## src/rtl/vram_arb_pkg.sv

```systemverilog
// Shared types and defaults for the VRAM port arbiter: FSM states, owner
// selects and the muxed memory request record.
package vram_arb_pkg;

  typedef enum logic [2:0] {
    CPU_OWN = 3'd0,
    TURN_V  = 3'd1,
    TURN_B  = 3'd2,
    VPU_OWN = 3'd3,
    BLT_OWN = 3'd4,
    TURN_C  = 3'd5
  } state_e;

  typedef enum logic [1:0] {
    OWN_CPU  = 2'd0,
    OWN_VPU  = 2'd1,
    OWN_BLT  = 2'd2,
    OWN_NONE = 2'd3
  } owner_e;

  localparam int BLT_BURST_DEF   = 16;
  localparam int CPU_SLOT_DEF    = 4;
  localparam int WDOG_CYCLES_DEF = 1023;

  typedef struct packed {
    logic [15:0] addr;
    logic [7:0]  wdata;
    logic        cs;
    logic        we;
  } mem_req_t;

endpackage

```

## src/rtl/vram_arb_mux.sv

```systemverilog
// Combinational owner-to-memory-port mux; OWN_NONE parks the port at all zeros.
module vram_arb_mux
  import vram_arb_pkg::*;
(
  input  owner_e   owner,
  input  mem_req_t cpu,
  input  mem_req_t vpu,
  input  mem_req_t blt,
  output mem_req_t mem
);

  always_comb begin
    mem = '0;
    case (owner)
      OWN_CPU: mem = cpu;
      OWN_VPU: mem = vpu;
      OWN_BLT: mem = blt;
      default: mem = '0;
    endcase
  end

endmodule

```

## src/rtl/vram_arbiter.sv

```systemverilog
// Three-way arbiter (VPU > blitter > CPU) for the single VRAM port.
// Optional ownership watchdog enabled by defining ARB_WATCHDOG_EN.
module vram_arbiter
  import vram_arb_pkg::*;
#(
  parameter int BLT_BURST   = BLT_BURST_DEF,
  parameter int CPU_SLOT    = CPU_SLOT_DEF,
  parameter int WDOG_CYCLES = WDOG_CYCLES_DEF
) (
  input  logic        clk,
  input  logic        rst,
  input  logic [15:0] cpu_addr,
  input  logic [7:0]  cpu_wdata,
  input  logic        cpu_rw,
  input  logic        cpu_cs,
  output logic        cpu_halt,
  input  logic        vpu_hold,
  input  logic [15:0] vpu_addr,
  input  logic        vpu_cs,
  output logic        vpu_grant,
  input  logic        blt_req,
  input  logic [15:0] blt_addr,
  input  logic [7:0]  blt_wdata,
  input  logic        blt_we,
  output logic        blt_grant,
  output logic [15:0] mem_addr,
  output logic [7:0]  mem_wdata,
  output logic        mem_cs,
  output logic        mem_we,
  output logic        arb_err
);

  localparam int BW = $clog2(BLT_BURST + 1);
  localparam int SW = $clog2(CPU_SLOT + 1);

  state_e        state, state_nx;
  logic [BW-1:0] burst_cnt, burst_nx;
  logic [SW-1:0] slot_cnt;
  logic          load_slot;
  logic          vpu_req, blt_rq;   // requests after watchdog masking
  logic          wdog_hit;
  logic          cpu_halt_q, vpu_grant_q, blt_grant_q;
  owner_e        owner;
  mem_req_t      cpu_s, vpu_s, blt_s, mem_s;

  always_comb begin
    state_nx  = state;
    burst_nx  = burst_cnt;
    load_slot = 1'b0;
    case (state)
      CPU_OWN: begin
        if (vpu_req)                     state_nx = TURN_V;
        else if (blt_rq && slot_cnt == '0) state_nx = TURN_B;
      end
      TURN_V: state_nx = VPU_OWN;
      TURN_B: state_nx = BLT_OWN;
      VPU_OWN: begin
        if (wdog_hit)     state_nx = TURN_C;
        else if (!vpu_req) state_nx = blt_rq ? TURN_B : TURN_C;
      end
      BLT_OWN: begin
        // Preemption leaves the burst count untouched so the resumed burst
        // only gets the remainder of its budget.
        if (vpu_req) begin
          state_nx = TURN_V;
        end else if (wdog_hit || !blt_rq) begin
          state_nx = TURN_C;
          burst_nx = '0;
        end else if (burst_cnt == BW'(BLT_BURST - 1)) begin
          state_nx  = TURN_C;
          burst_nx  = '0;
          load_slot = 1'b1;
        end else begin
          burst_nx = burst_cnt + 1'b1;
        end
      end
      TURN_C:  state_nx = vpu_req ? TURN_V : CPU_OWN;
      default: state_nx = CPU_OWN;
    endcase
  end

  // The slot also counts down through TURN_C, so the CPU sees exactly
  // CPU_SLOT cycles in CPU_OWN before the blitter is re-admitted.
  always_ff @(posedge clk) begin
    if (rst) begin
      state       <= CPU_OWN;
      burst_cnt   <= '0;
      slot_cnt    <= '0;
      cpu_halt_q  <= 1'b0;
      vpu_grant_q <= 1'b0;
      blt_grant_q <= 1'b0;
    end else begin
      state     <= state_nx;
      burst_cnt <= burst_nx;
      if (load_slot)           slot_cnt <= SW'(CPU_SLOT);
      else if (slot_cnt != '0) slot_cnt <= slot_cnt - 1'b1;
      cpu_halt_q  <= (state_nx != CPU_OWN);
      vpu_grant_q <= (state_nx == VPU_OWN);
      blt_grant_q <= (state_nx == BLT_OWN);
    end
  end

`ifdef ARB_WATCHDOG_EN
  localparam int WW = $clog2(WDOG_CYCLES + 1);
  logic [WW-1:0] own_cnt;
  logic          vpu_mask, blt_mask, err_q;
  logic          revoke_v, revoke_b;

  assign wdog_hit = (own_cnt == WW'(WDOG_CYCLES - 1));
  assign revoke_v = wdog_hit && state == VPU_OWN;
  assign revoke_b = wdog_hit && state == BLT_OWN && !vpu_req;
  assign vpu_req  = vpu_hold & ~vpu_mask;
  assign blt_rq   = blt_req & ~blt_mask;
  assign arb_err  = err_q;

  always_ff @(posedge clk) begin
    if (rst) begin
      own_cnt  <= '0;
      vpu_mask <= 1'b0;
      blt_mask <= 1'b0;
      err_q    <= 1'b0;
    end else begin
      if ((state == VPU_OWN || state == BLT_OWN) && state_nx == state)
        own_cnt <= own_cnt + 1'b1;
      else
        own_cnt <= '0;
      if (revoke_v)      vpu_mask <= 1'b1;
      else if (!vpu_hold) vpu_mask <= 1'b0;
      if (revoke_b)      blt_mask <= 1'b1;
      else if (!blt_req) blt_mask <= 1'b0;
      err_q <= err_q | revoke_v | revoke_b;
    end
  end
`else
  assign wdog_hit = 1'b0;
  assign vpu_req  = vpu_hold;
  assign blt_rq   = blt_req;
  assign arb_err  = 1'b0;
`endif

  assign cpu_halt  = cpu_halt_q;
  assign vpu_grant = vpu_grant_q;
  assign blt_grant = blt_grant_q & ~vpu_req;

  // A preempted blitter is parked off the port so no write lands while
  // its grant is low.
  always_comb begin
    owner = OWN_NONE;
    case (state)
      CPU_OWN: owner = OWN_CPU;
      VPU_OWN: owner = OWN_VPU;
      BLT_OWN: if (!vpu_req) owner = OWN_BLT;
      default: owner = OWN_NONE;
    endcase
  end

  assign cpu_s = {cpu_addr, cpu_wdata, cpu_cs, cpu_cs & ~cpu_rw};
  assign vpu_s = {vpu_addr, 8'h00, vpu_cs, 1'b0};
  assign blt_s = {blt_addr, blt_wdata, blt_we | blt_req, blt_we};

  vram_arb_mux u_mux (
    .owner (owner),
    .cpu   (cpu_s),
    .vpu   (vpu_s),
    .blt   (blt_s),
    .mem   (mem_s)
  );

  assign mem_addr  = mem_s.addr;
  assign mem_wdata = mem_s.wdata;
  assign mem_cs    = mem_s.cs;
  assign mem_we    = mem_s.we;

endmodule

```

## config.mk

```make
export PLATFORM = sky130hd
export DESIGN_NAME = vram_arbiter
export DESIGN_NICKNAME = d
export VERILOG_FILES = /design/src/rtl/vram_arb_pkg.sv /design/src/rtl/vram_arb_mux.sv /design/src/rtl/vram_arbiter.sv
export SDC_FILE = /design/constraint.sdc
export NUM_CORES = 1
export LEC_CHECK = 0
export CORE_MARGIN = 2
export CORE_UTILIZATION = 30
export DETAILED_ROUTE_END_ITERATION = 8
export GPL_TIMING_DRIVEN = 0
export HOLD_SLACK_MARGIN = 0.15
export PLACE_DENSITY = 0.81
export REMOVE_ABC_BUFFERS = 1
export SLEW_MARGIN = 20
export SYNTH_ARGS = -nofsm -noshare
export SYNTH_HDL_FRONTEND = slang
export SYNTH_SLANG_ARGS = --single-unit
```

## constraint.sdc

```tcl
create_clock -name clk -period 2.4 [get_ports clk]
set_clock_uncertainty 0.15 [all_clocks]
set_input_delay 0.72 -clock clk [delete_from_list [all_inputs] [get_ports clk]]
set_output_delay 0.72 -clock clk [all_outputs]
set_load 0.02 [all_outputs]
```

==> metrics.md, run 1 <==
| Metric | Value |
|---|---|
| Status | `finished with violations` |
| Failing checks | `negative setup slack` |
| Worst Path Required | `1.53 ns` |
| TritonCTS Buffers | `3` |
| Clock sinks | `14` |
| Most common cell after layout, fill and taps aside | `clkdlybuf4s50_1` |
| Clk slew on worst S/H paths | `0.09 ns` |
| Pwr/cell area | `654 mW/mm^2` |
| Cell Area, Synth | `0.00106 mm^2` |
| Routed vias/inst | `5.06` |
| VDD IR max | `0.000515 V` |
| Share of flip-flops with an asynchronous set or reset | `0%` |
| Post-DP HPWL | `3320 um` |
| DR DRC count | `0` |
| Critical Path AT | `1.74 ns` |
| EDFF count, synth | `0` |
| Initial antenna violation count | `0` |
| Via Count | `1492` |
| Die height | `63.6 um` |
| Final slew viol count | `0` |
| # IOs | `102` |
| Hold Crit Class | `register to register` |
| Initial detailed-routing violation count | `108` |
| Met2 usage | `39.6%` |
| Die X | `63.6 um` |
| Routed WL | `4870 um` |
| FMAX | `0.383 GHz` |
| Htree depth | `1` |
| Final net count | `326` |
| Crit share post-route | `109%` |
| Busiest grt layer | `met2` |
| Critical path endpoint category | `output pin` |
| Final Hold Fails | `0` |
| Distinct cells, synth | `37` |
| Vias in the first global route | `1390` |
| Most frequent cells in the layout | `clkdlybuf4s50_1, buf_6, inv_1` |
| Crit path time final | `2.61 ns` |
| # Max-Cap Violations | `0` |
| Post-synthesis cell count | `135` |
| WL/cell | `16.5 um` |
| Path type of the worst setup path | `input port to output pin` |
| Core outline area | `0.00336 mm^2` |
| Antenna-violating nets left | `0` |
| Hold slack | `0.328 ns` |
| Routing usage on met3 | `6.25%` |
| Post-synth top area share | `26.3%` |
| CTS root buf | `clkbuf_4` |
| Critical path startpoint category | `input port` |
| Final worst setup slack | `-0.210 ns` |
| Rows | `21` |
| RSZ-0062 raised after global routing | `true` |
| Total global routing overflow | `0` |
| GPL Wtd Cong | `0.714` |
| Port-buffer cells | `100` |
| Yosys warning count | `0` |
| Post-synth top area cell | `dfxtp_1` |
| Ys flop type | `dfxtp_1` |
| Crit-path max FO | `1` |
| Die ar. | `0.00404 mm^2` |
| Top cells by area, synth | `dfxtp_1, a222oi_1, inv_1` |
| Largest net degree at the start of global routing | `17` |
| Mean Syn Cell Area | `7.89 um^2` |
| Routing usage on met1 | `25.0%` |
| Layout area overhead | `125%` |
| Ant diodes | `0` |
| Pre-Repair DR Iteration Count | `5` |
| Setup TNS | `-2.72 ns` |
| First-pass GRT wire length | `6940 um` |
| Layout cells sized above 1 | `24.9%` |
| Leak | `0.00123 uW` |
| FF+latch count, synth | `14` |
| Clock latency on the worst-skew pair | `0.29 ns` |
| Final Setup Violations | `26` |
| Sequential share of the synthesized area | `26.3%` |
| Gr usage total | `21.6%` |
| Initial core utilization | `31.7%` |
| Clock buffer depth | `2` |
| CTS tree | `yes` |
==> Yosys cell counts (2+ instances only) <==
library cell and number:
inv_1 22, a222oi_1 16, dfxtp_1 14, a21oi_1 8, a22o_1 8, clkbuf_1 5, nand2_1 5, nor2_1 5
buf_2 4, ha_1 4, nand3_1 4, nor2b_1 4, o21ai_0 4, and3_1 3, nor3_1 3, a31oi_1 2
and2_1 2, buf_4 2, nor3b_1 2
==> logic make-up (layout without fill, tap and decap cells) <==
group | count (synthesis) | after routing | share of synthesized area, %
and+or+nand+nor | 36 | 36 | 20.7
buffers and inverters | 34 | 148 | 13.2
AOI/OAI and AO/OA | 45 | 45 | 34.0
DFF | 14 | 14 | 26.3
xor gates and xnor gates | 1 | 1 | 0.823
other | 1 | 1 | 0.352
adders and majority gates | 4 | 4 | 4.70
==> per-layer routing <==
layer	wire length (um)	part of all wire [%]
met3	311	6.4
met2	2640	54
met4	70	1.4
met1	1850	38
met5	0	0
==> flip-flops by register name, indices dropped and copies added, names as in the netlist <==
name / cells
slot_cnt: 3
blt_grant_q: 1
burst_cnt: 5
state: 3
cpu_halt: 1
vpu_grant: 1
==> power by group <==
| part | internal (uW) | leakage, uW | switching (uW) |
|---|---|---|---|
| clock network | 92.5 | 0.0000210 | 83.3 |
| logic | 587 | 0.00109 | 494 |
| registers | 268 | 0.000116 | 40.1 |
==> worst paths after layout <==
path / startpoint / to / slack, ns / cells past startpoint
hold / removal: burst_cnt[1]$_SDFFE_PP0P_ / burst_cnt[1]$_SDFFE_PP0P_ / 0.33 / 2
setup / recovery: cpu_addr[4] / mem_addr[4] / -0.21 / 4
hold reg to reg: burst_cnt[1]$_SDFFE_PP0P_ / burst_cnt[1]$_SDFFE_PP0P_ / 0.33 / 2
setup reg to reg: burst_cnt[0]$_SDFFE_PP0P_ / cpu_halt$_SDFF_PP0_ / 0.44 / 5
==> stage by stage <==
stage | total power [uW] | area, um^2 | setup WS, ns | instances | utilization [%]
6_report | 1570 | 2390 | -0.210 | 295 | 71.2
5_1_grt | 1660 | 2390 | -0.263 | 295 | 71.2
4_1_cts | 1450 | 2270 | -0.210 | 288 | 67.4
3_5_place_dp | 1210 | 2120 | -1.29 | 273 | 63.1
3_3_place_gp | 1150 | 2070 | -3.02 | 270 | 61.5
2_1_floorplan | 735 | 1010 | -1.03 | 124 | -
==> layout make-up <==
| class | count | area (um^2) |
|---|---|---|
| sequential | 14 | 292 |
| multi-input combinational | 87 | 666 |
| clock buffer | 4 | 36.3 |
| fill | 274 | 970 |
| tap | 46 | 57.6 |
| timing repair buffer | 121 | 1260 |
| inverter | 23 | 86.3 |
==> what timing repair did <==
item | CTS | global route
hold buffers | 0 | 0
buffers inserted | 11 | 8
gates resized for setup | 194 | 21
pin swaps | 15 | 13
setup endpoints to repair | 27 | 26
gates cloned | 2 | 1
==> worst max-delay path, cell delays in order <==
cell	delay, ns
clkdlybuf4s50_1	0.40
a222oi_1	0.33
inv_1	0.13
buf_6	0.16
No activity file was read; power rests on OpenSTA's default activity.
==> inputs of run 2 (changes only) <==
- CORE_MARGIN: 2 -> 3
==> run 2 against run 1 <==
Net effect: the flow still finishes with violations (negative setup slack); sequential share of layout area up 0.21 points; core utilization fell by 2.9 points; combinational power shrank 11%; critical path depth is 3 higher; first-iteration DRC count grew 0.93%; wire length is 10% lower; via count decreased by 3.5%; worst setup slack improved by 0.0052 ns; cell count is 2.7% lower; non-clock buffer count is 8 lower; flip-flop and latch count unchanged; hold slack better by 0.00079 ns; critical endpoint is now mem_addr[3].
==> metrics.md, run 2 (synthesis gave the netlist of run 1 again) <==
| Metric | Value |
|---|---|
| Status | `finished with violations` |
| Failing checks | `negative setup slack` |
| Top reg by flops | `burst_cnt` |
| WL/cell | `15.2 um` |
| Most frequent cells in the layout | `clkdlybuf4s50_1, buf_6, inv_1` |
| First-pass GRT wire length | `6290 um` |
| Ant diodes | `0` |
| Critical path startpoint category | `input port` |
| Htree depth | `1` |
| Clock sinks | `14` |
| Layout cells sized above 1 | `22.8%` |
| Hold Crit Class | `register to register` |
| Tot Pwr | `1440 uW` |
| Gr usage total | `18.2%` |
| Initial detailed-routing violation count | `109` |
| # Max-Cap Violations | `0` |
| Crit path time final | `2.61 ns` |
| Layout area overhead | `117%` |
| CTS root buf | `clkbuf_4` |
| Buffer and inverter count on the worst path | `5` |
| Top Registers | `burst_cnt: 5 flops, slot_cnt: 3 flops, state: 3 flops` |
| Critical path endpoint category | `output pin` |
| Final Hold Fails | `0` |
| # IOs | `102` |
| Crit-path max FO | `10` |
| Final std cells w/o fill | `287` |
| Final Setup Violations | `26` |
| FMAX | `0.384 GHz` |
| Clk slew on worst S/H paths | `0.09 ns` |
| VDD IR max | `0.000530 V` |
| Final slew viol count | `0` |
| Routed vias/inst | `5.02` |
| Port-buffer cells | `100` |
| Pre-Repair DR Iteration Count | `5` |
| Switching Share | `39.6%` |
| Routed WL | `4360 um` |
| Worst path max stage delay | `0.29 ns` |
| Max reg flops | `5` |
| Sw Pwr | `570 uW` |
| Die height | `65.6 um` |
| Crit share post-route | `109%` |
| Initial core utilization | `31.4%` |
| Die X | `65.6 um` |
| DP Cell Count | `273` |
| Initial antenna violation count | `0` |
| Vias in the first global route | `1362` |
| Clk network pwr share | `11.8%` |
| Crit path cell chain | `buf_12, nor4b_4, buf_6, buf_12, a222oi_1, inv_1, buf_6` |
| Finished Core Util | `68.3%` |
| Combinational share of power | `66.8%` |
| Path type of the worst setup path | `input port to output pin` |
| Worst Path Required | `1.53 ns` |
| Register area | `287 um^2` |
| TritonCTS Buffers | `3` |
| Most common cell after layout, fill and taps aside | `clkdlybuf4s50_1` |
| Pint | `869 uW` |
| Pwr/cell area | `622 mW/mm^2` |
| Core outline area | `0.00339 mm^2` |
| RSZ-0062 raised after global routing | `true` |
| Delay-heaviest family, CP | `buffers and inverters` |
| GPL Wtd Cong | `0.791` |
| Final net count | `318` |
| Die ar. | `0.00430 mm^2` |
| Total global routing overflow | `0` |
| Antenna-violating nets left | `0` |
| Setup TNS | `-4.62 ns` |
| Clock latency on the worst-skew pair | `0.28 ns` |
| Critical Path AT | `1.74 ns` |
| Largest net degree at the start of global routing | `19` |
| Post-DP HPWL | `3220 um` |
| Fillcell total | `269` |
| Rows | `21` |
| Sequential share of power | `21.3%` |
| Hold slack | `0.329 ns` |
| DR DRC count | `0` |
| Final worst setup slack | `-0.205 ns` |
| Hold buffers post-CTS | `0` |
| Highest-delay cell along the critical path | `nor4b_4` |
| CTS tree | `yes` |
| Via Count | `1440` |
| Multi-input logic area | `666 um^2` |
| Leak | `0.00106 uW` |
| Clock buffer depth | `2` |
==> run 2: changes by cell type in the layout (fill, tap and decap cells not counted), sizes merged <==
cell,previous run,this run
dlymetal6s2s,12,1
buf,47,40
clkdlybuf4s50,43,67
dlygate4sd2,18,4
==> run 2: power by group through the flow <==
stage	clock network (uW)	logic [uW]	registers (uW)
2_1_floorplan	0	431	304
3_5_place_dp	0	891	307
3_3_place_gp	0	849	299
6_report	170	962	307
5_1_grt	186	1020	313
4_1_cts	176	937	305
==> run 2: path summary, 6_finish.rpt <==
kind	cells after the start	to	slack [ns]	from
setup / recovery	7	mem_addr[3]	-0.21	vpu_hold
hold / removal	2	burst_cnt[1]$_SDFFE_PP0P_	0.33	burst_cnt[1]$_SDFFE_PP0P_
setup reg to reg	5	cpu_halt$_SDFF_PP0_	0.44	burst_cnt[0]$_SDFFE_PP0P_
hold reg to reg	2	burst_cnt[1]$_SDFFE_PP0P_	0.33	burst_cnt[1]$_SDFFE_PP0P_
==> run 2: worst reg2reg max path, delay by kind of cell, from the launching register on <==
family | cells | cell delay, ns
compound gates | 3 | 0.89
fa+ha+maj | 1 | 0.24
simple gates | 1 | 0.24
flops | 1 | 0.34
==> run 2: final cells by class <==
| type | instances | area share (%) |
|---|---|---|
| Timing Repair Buffer | 113 | 51.1 |
| Inverter | 23 | 3.73 |
| Tap cell | 46 | 2.49 |
| Clock buffer | 4 | 1.57 |
| Multi-Input combinational cell | 87 | 28.8 |
| Sequential cell | 14 | 12.4 |
==> run 2: repair_timing <==
item                                    CTS  global route
gates cloned                              1             0
gates resized for setup                 171            12
pin swaps                                11             4
endpoints found under the setup margin   27            26
buffers inserted                          6             3
endpoints found under the hold margin     0             0
==> run 2: per-layer routing <==
metal / GRT usage, % / up-vias / part of all wire, %
met4: 3.63 / 0 / 1.1
met2: 34.3 / 44 / 55
li1: - / 722 / -
met3: 4.79 / 4 / 6.0
met1: 20.5 / 670 / 38
met5: 0 / - / 0
==> run 2: metrics by stage <==
stage               worst slack, ns  cell area, um^2
floorplan                     -1.03             1010
global placement              -2.96             2070
detailed placement            -1.40             2120
CTS                          -0.193             2260
global route                 -0.296             2310
finish                       -0.205             2310
